### src/rtl/cmp_display_pkg.sv
// Shared constants for the comparator result display: result codes,
// active-low seven-segment glyphs {g,f,e,d,c,b,a} and the controller state type.
package cmp_display_pkg;

  localparam logic [7:0] CMP_GT = 8'h01;
  localparam logic [7:0] CMP_LT = 8'h02;
  localparam logic [7:0] CMP_EQ = 8'h03;

  localparam logic [6:0] GLYPH_A     = 7'b0001000;
  localparam logic [6:0] GLYPH_B     = 7'b0000011;
  localparam logic [6:0] GLYPH_GT    = 7'b0111001;
  localparam logic [6:0] GLYPH_LT    = 7'b0001111;
  localparam logic [6:0] GLYPH_EQ    = 7'b0110111;
  localparam logic [6:0] GLYPH_E     = 7'b0000110;
  localparam logic [6:0] GLYPH_R     = 7'b0101111;
  localparam logic [6:0] GLYPH_BLANK = 7'b1111111;

  typedef enum logic [1:0] {IDLE, LOAD, SHOW} state_t;

endpackage

### src/rtl/cmp_result_display_seg_scan.sv
// Digit multiplexer for a 4-digit display: a prescaler steps the digit index
// 3->2->1->0->3 every scan_div cycles while enabled.
module seg_scan #(
  parameter int SCAN_DIV = 50000
) (
  input  logic       clk,
  input  logic       rst_n,
  input  logic       restart,
  input  logic       enable,
  output logic [1:0] idx,
  output logic [3:0] an
);

  localparam int PW = (SCAN_DIV > 1) ? $clog2(SCAN_DIV) : 1;
  localparam logic [PW-1:0] PRE_MAX = PW'(SCAN_DIV - 1);

  logic [PW-1:0] pre;

  // restart gives the leftmost digit a full slot at the start of each display
  always_ff @(posedge clk or negedge rst_n) begin
    if (!rst_n) begin
      pre <= '0;
      idx <= 2'd0;
    end else if (restart) begin
      pre <= '0;
      idx <= 2'd3;
    end else if (enable) begin
      if (pre == PRE_MAX) begin
        pre <= '0;
        idx <= idx - 2'd1;
      end else begin
        pre <= pre + 1'b1;
      end
    end
  end

  assign an = enable ? ~(4'b0001 << idx) : 4'b1111;

endmodule

### src/rtl/cmp_result_display.sv
// Accepts comparator result codes over valid/ready, decodes them into status
// flags and shows "A>b ", "A<b ", "A=b " or "Err " for a hold time.
module cmp_result_display
  import cmp_display_pkg::*;
#(
  parameter int SCAN_DIV    = 50000,
  parameter int HOLD_CYCLES = 100000000
) (
  input  logic       clk,
  input  logic       rst_n,
  input  logic [7:0] code_in,
  input  logic       code_valid,
  output logic       code_ready,
  output logic       gt,
  output logic       lt,
  output logic       eq,
  output logic       err,
  output logic [6:0] seg,
  output logic [3:0] an
);

  localparam int HW = (HOLD_CYCLES > 0) ? $clog2(HOLD_CYCLES + 1) : 1;
  localparam logic [HW-1:0] HOLD_LOAD = (HOLD_CYCLES > 0) ? HW'(HOLD_CYCLES - 1) : '0;

  state_t        state;
  logic [7:0]    code_q;
  logic [HW-1:0] hold;
  logic          accept;
  logic [1:0]    idx;
  logic [6:0]    glyph;

  assign accept = code_valid && code_ready;

  // an accept takes priority over hold expiry and restarts the sequence
  always_ff @(posedge clk or negedge rst_n) begin
    if (!rst_n) begin
      state      <= IDLE;
      code_ready <= 1'b0;
      code_q     <= 8'h00;
      hold       <= '0;
      gt         <= 1'b0;
      lt         <= 1'b0;
      eq         <= 1'b0;
      err        <= 1'b0;
    end else if (accept) begin
      code_q     <= code_in;
      state      <= LOAD;
      code_ready <= 1'b0;
    end else begin
      case (state)
        IDLE: code_ready <= 1'b1;
        LOAD: begin
          gt         <= (code_q == CMP_GT);
          lt         <= (code_q == CMP_LT);
          eq         <= (code_q == CMP_EQ);
          err        <= !(code_q inside {CMP_GT, CMP_LT, CMP_EQ});
          hold       <= HOLD_LOAD;
          state      <= SHOW;
          code_ready <= 1'b1;
        end
        SHOW: begin
          if (HOLD_CYCLES != 0) begin
            if (hold == '0) state <= IDLE;
            else            hold  <= hold - 1'b1;
          end
        end
        default: state <= IDLE;
      endcase
    end
  end

  seg_scan #(.SCAN_DIV(SCAN_DIV)) u_scan (
    .clk     (clk),
    .rst_n   (rst_n),
    .restart (state == LOAD),
    .enable  (state == SHOW),
    .idx     (idx),
    .an      (an)
  );

  always_comb begin
    glyph = GLYPH_BLANK;
    case (idx)
      2'd3: glyph = err ? GLYPH_E : GLYPH_A;
      2'd2: begin
        if (gt)      glyph = GLYPH_GT;
        else if (lt) glyph = GLYPH_LT;
        else if (eq) glyph = GLYPH_EQ;
        else         glyph = GLYPH_R;
      end
      2'd1: glyph = err ? GLYPH_R : GLYPH_B;
      default: glyph = GLYPH_BLANK;
    endcase
  end

  assign seg = (an == 4'b1111) ? GLYPH_BLANK : glyph;

endmodule
### config.mk
export PLATFORM = sky130hd
export DESIGN_NAME = cmp_result_display
export DESIGN_NICKNAME = d
export VERILOG_FILES = /design/src/rtl/cmp_display_pkg.sv /design/src/rtl/cmp_result_display_seg_scan.sv /design/src/rtl/cmp_result_display.sv
export SDC_FILE = /design/constraint.sdc
export NUM_CORES = 1
export LEC_CHECK = 0
export BUFFER_PORTS_ARGS = -buffer_cell sky130_fd_sc_hd__buf_2
export CORE_UTILIZATION = 47
export CTS_BUF_LIST = sky130_fd_sc_hd__clkbuf_8
export DETAILED_ROUTE_END_ITERATION = 12
export PLACE_DENSITY = 0.65
export SETUP_SLACK_MARGIN = 0.1
export SLEW_MARGIN = 30
export SYNTH_ARGS = -nofsm -noshare
export SYNTH_HDL_FRONTEND = slang
export SYNTH_SLANG_ARGS = --single-unit
export TNS_END_PERCENT = 1
### constraint.sdc
create_clock -name clk -period 4.7 [get_ports clk]
set_input_delay 1.175 -clock clk [delete_from_list [all_inputs] [get_ports clk]]
set_output_delay 1.175 -clock clk [all_outputs]
set_load 0.1 [all_outputs]
Word-level counts from Yosys, hierarchy flattened:

Index checks and enable logic that the tools add are counted.

* eq/ne operators: 13
* muxes and demuxes: 21
* shift-type cells: 1
* bitwise logic cells: 2
* add/subtract/negate cells: 3
* reduce and logical (&&, ||, !) cells: 13

Operators with widths (count)
* $pmux 27 s2: 1
* $mux 16: 3
* $logic_not 27->1: 1
* $mux 27: 1
* $sub 27x1->27 const B: 1
* $pmux 7 s3: 1
* $mux 6: 3
* $add 16x1->16 const B: 1
* $eq 16x16->1 const B: 1
* $eq 8x2->1 const B: 2
* $mux 2: 5
* $eq 8x1->1 const B: 1
* $mux 4: 2
* $mux 7: 1
* $eq 2x2->1 const B: 3
* $pmux 2 s3: 1
* $reduce_and 2->1: 3
* $reduce_bool 2->1: 3
* $mux 5: 1
* $eq 2x1->1 const B: 2
* $eq 4x4->1 const B: 1
* $ne 2x2->1 const B: 2
* $not 4->4: 1
* $shl 1x2->4 const A: 1
* 10 further kinds: 11

* bits in registers: 60
* logic and storage cells: 63
* output and inout port bits: 16

Longest topological paths before layout:

Gate-level depths: netlist (run 1).

* depth after elaboration: 5
* gate-level depth with buffers: 9
* gate-level depth less buffers: 7

Modules after synthesis:

Synthesis (run 1) repeated with hierarchy kept, for this count alone.

* cell total of the unflattened synthesis: 354
* area total of the unflattened synthesis: 3225.6 sq um

By module, submodules not included
* cmp_result_display: cells an instance 246, times used 1, area each 2190.9 sq um
* seg_scan: cells an instance 108, times used 1, area each 1034.7 sq um

Least setup slack after synthesis (run 1):

No wires, ideal clock.

* path type: register to output
* start: register state[0]
* end: output port seg[4]
* arrival time: 3244 ps
* setup slack: 281 ps
* buffers on the path: 1
* cell stages (with the launch flop): 7
* data required time: 3525 ps
* path through: dfrtp_1 > inv_1 > ha_1 > buf_2 > nand2_1 > a41o_1 > nand2b_1

* longest elaborated chain between the ends: 4

RTL lines
* start: declaration: line cmp_result_display.sv:25 `state_t state;`
* start signal: assignment: line cmp_result_display.sv:37 `state <= IDLE;`
* start signal: assignment: line cmp_result_display.sv:47 `state <= LOAD;`
* start signal: assignment: line cmp_result_display.sv:58 `state <= SHOW;`
* $eq 2x2->1: line cmp_result_display.sv:76 `.enable (state == SHOW),`
* $mux 4: line cmp_result_display_seg_scan.sv:37 `assign an = enable ? ~(4'b0001 << idx) : 4'b1111;`
* named net an[1]: line cmp_result_display.sv:19 `output logic [3:0] an`
* $eq 4x4->1: line cmp_result_display.sv:96 `assign seg = (an == 4'b1111) ? GLYPH_BLANK : glyph;`
* $mux 7: line cmp_result_display.sv:96
* end: declaration: line cmp_result_display.sv:18 `output logic [6:0] seg,`

The timed path passes the listed nets, and every way through them passes these cells.

Final worst setup path (run 1):

* start: register state[0]
* end: output port seg[3]

* longest elaborated chain between the ends: 4

RTL lines (line)
* $eq 2x2->1: cmp_result_display.sv:76
* $mux 4: cmp_result_display_seg_scan.sv:37
* $eq 4x4->1: cmp_result_display.sv:96
* $mux 7: cmp_result_display.sv:96

Every way passes these cells.

==> results of run 1 <==
per-stage QoR:
step                cell area (um^2)  worst slack [ns]  power, uW  hold WS (ns)
floorplan                       3330             0.281       1320         0.451
global placement                3520              1.80       1450         0.477
detailed placement              3520              1.71       1460         0.489
CTS                             3710              1.34       1920         0.505
global route                    3710              1.19       2030         0.528
finish                          3710              1.35       1900         0.498
kinds of logic (layout without fill, tap and decap cells):
group / after synthesis / in the layout / share of synthesized area [%]
flops: 60 / 60 / 45.1
xor+xnor: 14 / 14 / 3.68
compound gates: 66 / 66 / 14.1
simple gates: 154 / 154 / 25.6
fa+ha+maj: 10 / 10 / 3.76
mux: 13 / 13 / 4.17
buf+inv: 26 / 54 / 3.68
sequential cells by signal, indices dropped and copies added, names as in the netlist:
| name | flops |
|---|---|
| u_scan.idx | 2 |
| lt | 1 |
| code_ready | 1 |
| u_scan.pre | 16 |
| gt | 1 |
| code_q | 8 |
| state | 2 |
| err | 1 |
| eq | 1 |
| hold | 27 |
power breakdown:
| part | total [uW] | switching (uW) | internal, uW | leakage (uW) |
|---|---|---|---|---|
| combinational | 774 | 573 | 201 | 0.000701 |
| sequential | 672 | 71.4 | 601 | 0.000703 |
| clock | 452 | 187 | 265 | 0.000102 |
metal layers:
metal	wire [um]	share of wire [%]	track usage, %
met5	0	0	0
met4	101	1.6	6.67
met3	161	2.5	4.95
met2	3030	47	32.1
met1	3220	49	26.0
final timing paths:
path / from / endpoint / slack [ns] / cells after the start
min reg2reg: hold[26] / hold[26] / 0.50 / 1
min: hold[26] / hold[26] / 0.50 / 1
min in group asynchronous: rst_n / lt / 0.87 / 1
max reg2reg: hold[0] / hold[14] / 2.07 / 7
max in group asynchronous: rst_n / hold[3] / 2.97 / 2
max: state[0] / seg[3] / 1.35 / 7
final cells by class:
type / count / area share [%]
clock buffer: 11 / 4.09
clock inverter: 3 / 1.05
inverter: 13 / 1.32
multi-input combinational: 257 / 46.1
sequential: 60 / 40.5
tap: 96 / 3.24
timing repair buffer: 27 / 3.71
placed cells by master, fill, tap and decap left out, drive strengths merged, types with 4 or more instances in the layout:
| master | synthesis | routed |
|---|---|---|
| nand3 | 16 | 16 |
| mux2 | 7 | 7 |
| clkbuf | 8 | 11 |
| dfrtp | 60 | 60 |
| or3 | 6 | 6 |
| nor2 | 33 | 33 |
| a211oi | 6 | 6 |
| nor4 | 14 | 14 |
| nand2b | 4 | 4 |
| xor2 | 7 | 7 |
| mux2i | 6 | 6 |
| o21ai | 20 | 20 |
| nor3 | 11 | 11 |
| nand2 | 39 | 39 |
| buf | 5 | 27 |
| nand4 | 7 | 7 |
| inv | 13 | 14 |
| a21oi | 8 | 8 |
| ha | 10 | 10 |
| a31oi | 6 | 6 |
| and3 | 5 | 5 |
| xnor2 | 7 | 7 |
==> run summary, run 1 <==
Bufs and invs on worst path - 2
nets - 389
slowest CP cell - dfrtp_1
Detailed Route Iter0 Violations - 130
count leader, synth - dfrtp_1
Pwr Density - 512 nW/um^2
unique cell type count in the Yosys netlist - 56
Num CTS Buffers - 9
post-synthesis cell area - 3330 um^2
startpoint types - register
Max Root-Sink Buffers - 2
die width - 86.2 um
Final Setup Violations - 0
CP Data Required Time - 3.52 ns
cell accounting for the most synthesized area - dfrtp_1
Finished Layout Cells - 467
clock tree from TritonCTS - done
setup_tns - 0 ns
Overall Global Routing Usage - 19.8%
die area - 7430 um^2
Routed WL - 6510 um
Worst VDD drop - 200 uV
Register Area - 1500 um^2
Die Ht - 86.2 um
YS warnings - 0
leakage - 0.00151 uW
Final Wtd Congestion - 0.769
Final Skew - 0.00978 ns
grt total ovfl - 0
Starting Density - 48.8%
Slew Viols, Final - 0
worst-margin pin slew - 0.873 ns
IO Pins - 27
CTS Hold Bufs - 0
dpl cells - 453
pin count of the biggest net entering global routing - 32
IO buf count - 26
outcome - finished, final reports clean
#FFs+latches synth - 60
CTS Sinks - 60
Post-synth EDFFs - 0
core box area - 6830 um^2
# diodes - 0
average size of a mapped cell - 9.71 um^2
Row Count - 30
vias in the first global route - 2489
H-tree depth - 3
Hold Fails Final Rpt - 0
Crit. End Element - output pin
Initial DRT Pass Iterations - 4
# resized after CTS - 0
share of cells above drive strength 1 - 15.9%
clock root buffer - clkbuf_8
Post-DP HPWL - 4710 um
first-pass GRT wire length - 11500 um
wire length per cell - 13.9 um
Synth Instances - 343
Slew headroom - 41.6%
vias per cell - 5.58
critical-path cell list - inv_1 -> ha_1 -> nand2_1 -> a41o_1 -> a21oi_1 -> nand3_1 -> buf_2
clk_lat worst skew - 0.33 ns
RSZ-0062 raised after global routing - false
worst-path fanout max - 12
post-route DRC violation count - 0
Max Fclk - 0.298 GHz
CP arrival - 2.18 ns
initial antenna violation count - 0
Final min period - 3.35 ns
Worst-path clk slew - 0.06 ns
Vias - 2604
Min-Delay Path Class - register to register
syn_nets - 364
critical path class - register to output pin
Seq/Total Area, Yosys - 45.1%
final period utilization - 71.4%
top-area cell type share of the netlist area - 45.1%
final core occ - 54.2%
Primary FF master, synth - dfrtp_1
Max Cap Viol - 0
ys async rst share - 100%
area of the multi-input gates - 1710 um^2
CP delay by family, top - compound AO/OA/AOI/OAI gates
most common library cells after synthesis - dfrtp_1 (60), nand2_1 (39), nor2_1 (33)
Max stage delay on crit path - 0.39 ns
Post-DRT Antenna Nets - 0
postcts setup bufs - 0
synth top area cells - dfrtp_1 (45%), nand2_1 (4.4%), ha_1 (3.8%)
synth-to-layout area growth - 11.2%
fill count - 621
(Power assumes the default switching activity.)
==> inputs of run 2 (changes only) <==
--- a/config.mk
+++ b/config.mk
@@ -9,7 +9,7 @@
 export CORE_UTILIZATION = 47
 export CTS_BUF_LIST = sky130_fd_sc_hd__clkbuf_8
 export DETAILED_ROUTE_END_ITERATION = 12
-export PLACE_DENSITY = 0.65
+export PLACE_DENSITY = 0.68
 export SETUP_SLACK_MARGIN = 0.1
 export SLEW_MARGIN = 30
 export SYNTH_ARGS = -nofsm -noshare
==> constraint.sdc (replaced) <==
create_clock -name clk -period 2.89 [get_ports clk]
set_input_delay 0.7225 -clock clk [delete_from_list [all_inputs] [get_ports clk]]
set_output_delay 0.7225 -clock clk [all_outputs]
set_load 0.1 [all_outputs]
==> run 2 against run 1 <==
  * Clock skew is 0.0029 ns lower
  * First-iteration DRC count rose by 28%
  * Worst setup slack got worse by 1.2 ns
  * Clock-buffer cell count unchanged
  * Critical path depth is the same
  * Final area up 6.8%
  * Sequential share of layout area is 2.6 points lower
  * Clock power increased by 70%
  * Non-clock buffer count is 7 higher
  * Sequential power rose by 65%
==> run summary, run 2 (synthesis gave the netlist of run 1 again) <==
Sw Pwr - 1520 uW (+83%)
Die Ht - 86.2 um (unchanged)
setup_tns - 0 ns (unchanged)
post-route DRC violation count - 0 (unchanged)
core box area - 6830 um^2 (unchanged)
H-tree depth - 3 (unchanged)
Max Root-Sink Buffers - 2 (unchanged)
clock root buffer - clkbuf_8
Slew headroom - 44.4% (+2.8 points)
combinational power share - 44.6% (+3.8 points)
Overall Global Routing Usage - 21.0% (+1.2 points)
worst-margin pin slew - 0.832 ns (-0.0418 ns)
Pwr Density - 856 nW/um^2 (+67%)
grt total ovfl - 0 (unchanged)
nets - 396 (+1.8%)
RSZ-0062 raised after global routing - true
die width - 86.2 um (unchanged)
final period utilization - 94.8%
share of cells above drive strength 1 - 22.1% (+6.2 points)
Max Cap Viol - 0 (unchanged)
switch share - 44.9% (+1.1 points)
IO Pins - 27 (unchanged)
Crit. End Element - output pin
worst-path fanout max - 6 (-6)
die area - 7430 um^2 (unchanged)
max reg flops - 27 (unchanged)
Finished Layout Cells - 476 (+1.9%)
wire length per cell - 15.0 um (+7.5%)
clock share of power - 22.7% (-1.1 points)
most common cell after layout, fill and taps aside - dfrtp_1
Min-Delay Path Class - primary input to asynchronous set/reset pin
leakage - 0.00159 uW (+5.6%)
initial antenna violation count - 0 (unchanged)
largest registers - hold: 27 flops, u_scan.pre: 16 flops, code_q: 8 flops
CP arrival - 2.02 ns (-0.16 ns)
fill count - 607 (-2.3%)
Final min period - 2.74 ns
largest reg by FF count - hold
DP Area - 3690 um^2 (+5.1%)
Hold Fails Final Rpt - 0 (unchanged)
Vias - 2703 (+3.8%)
Final Setup Violations - 0 (unchanged)
pin count of the biggest net entering global routing - 34 (+6.3%)
fin area - 3960 um^2 (+6.8%)
critical path class - register to output pin
Starting Density - 48.8% (unchanged)
startpoint types - register
Post-DRT Antenna Nets - 0 (unchanged)
clock tree from TritonCTS - done
outcome - finished, final reports clean
synth-to-layout area growth - 18.7%
part of the power in registers - 32.8% (-2.6 points)
Hold WS - 0.407 ns (-0.0911 ns)
CTS Sinks - 60 (unchanged)
first-pass GRT wire length - 12100 um (+5.8%)
Detailed Route Iter0 Violations - 166 (+28%)
Worst VDD drop - 320 uV (+60%)
vias in the first global route - 2709 (+8.8%)
Slew Viols, Final - 0 (unchanged)
critical-path cell list - inv_1 -> ha_1 -> buf_6 -> nand2_8 -> a41o_4 -> nand2b_2 -> buf_2
Pint - 1860 uW (+75%)
Worst-path clk slew - 0.07 ns (about the same)
Max stage delay on crit path - 0.41 ns (+0.02 ns)
CP Data Required Time - 2.17 ns (-1.35 ns)
most frequent cells in the layout - dfrtp_1 (60), nor2_1 (33), nand2_1 (32)
Max Fclk - 0.365 GHz
vias per cell - 5.68 (+1.8%)
Num CTS Buffers - 9 (unchanged)
Final Skew - 0.00690 ns (-0.00288 ns)
Row Count - 30 (unchanged)
dpl cells - 460 (+1.5%)
slowest CP cell - buf_2
Post-DP HPWL - 5030 um (+6.8%)
IO buf count - 26 (unchanged)
Routed WL - 7140 um (+9.6%)
# diodes - 0 (unchanged)
clk_lat worst skew - 0.35 ns (+0.02 ns)
Final Wtd Congestion - 0.853 (+11%)
Initial DRT Pass Iterations - 4 (unchanged)
## run 2: changes by cell type in the layout (fill, tap and decap cells not counted), moves of 3 or more
cell and change:
nand2_4 +4, buf_2 -4, buf_4 +8, ha_1 -3
nand2_1 -7, nand2_8 +3
## run 2: cell type report
class	count	area, um^2	share of cell area, %
multi-input cells	257	1860	47.1
flip-flops and latches	60	1500	38.0
repair buffers	34	220	5.57
clock buffers	11	151	3.83
well taps	96	120	3.04
clock inverters	5	51.3	1.30
inverters	13	48.8	1.23
## run 2: repair_timing
action                                  4_1_cts  5_1_grt
buffers inserted                              0        0
resized for setup                             8        6
hold buffers                                  0        0
endpoints found under the setup margin        5        5
## run 2: path summary, 6_finish.rpt
path	startpoint	end	slack, ns	cells after the start
max reg2reg	hold[1]	hold[14]	0.37	7
min	rst_n	lt	0.41	1
max in group asynchronous	rst_n	hold[4]	1.88	2
min in group clk	hold[26]	hold[26]	0.49	1
max	state[0]	seg[4]	0.15	7
min reg2reg	hold[26]	hold[26]	0.49	1
## run 2: metal layers
layer	up-vias	GRT usage, %	wire length [um]
met1	1323	25.5	3370
met5	-	0	0
met4	0	8.94	139
met3	13	4.86	207
met2	42	35.9	3420
li1	1325	-	-
## run 2: power by group through the flow
stage,clock (uW),sequential (uW),combinational (uW)
2_1_floorplan,0,1200,1060
3_3_place_gp,0,1110,1420
4_1_cts,782,1100,1490
5_1_grt,824,1130,1650
6_report,768,1110,1510
3_5_place_dp,0,1110,1450
## run 2: per-stage QoR
stage | total power (uW) | util [%] | worst slack (ns)
5_1_grt | 3610 | 57.9 | 0.0843
3_5_place_dp | 2560 | 54.1 | 0.305
2_1_floorplan | 2260 | - | 0.0915
4_1_cts | 3370 | 57.5 | 0.0846
6_report | 3390 | 57.9 | 0.150
3_3_place_gp | 2530 | 54.1 | 0.370
## run 2: critical path, delay by kind of cell, from the launching register on
| family | cells | cell delay [ns] |
|---|---|---|
| AOI/OAI and AO/OA | 1 | 0.26 |
| adders and majority gates | 1 | 0.20 |
| buffers and inverters | 3 | 0.64 |
| DFF | 1 | 0.37 |
| and+or+nand+nor | 2 | 0.19 |
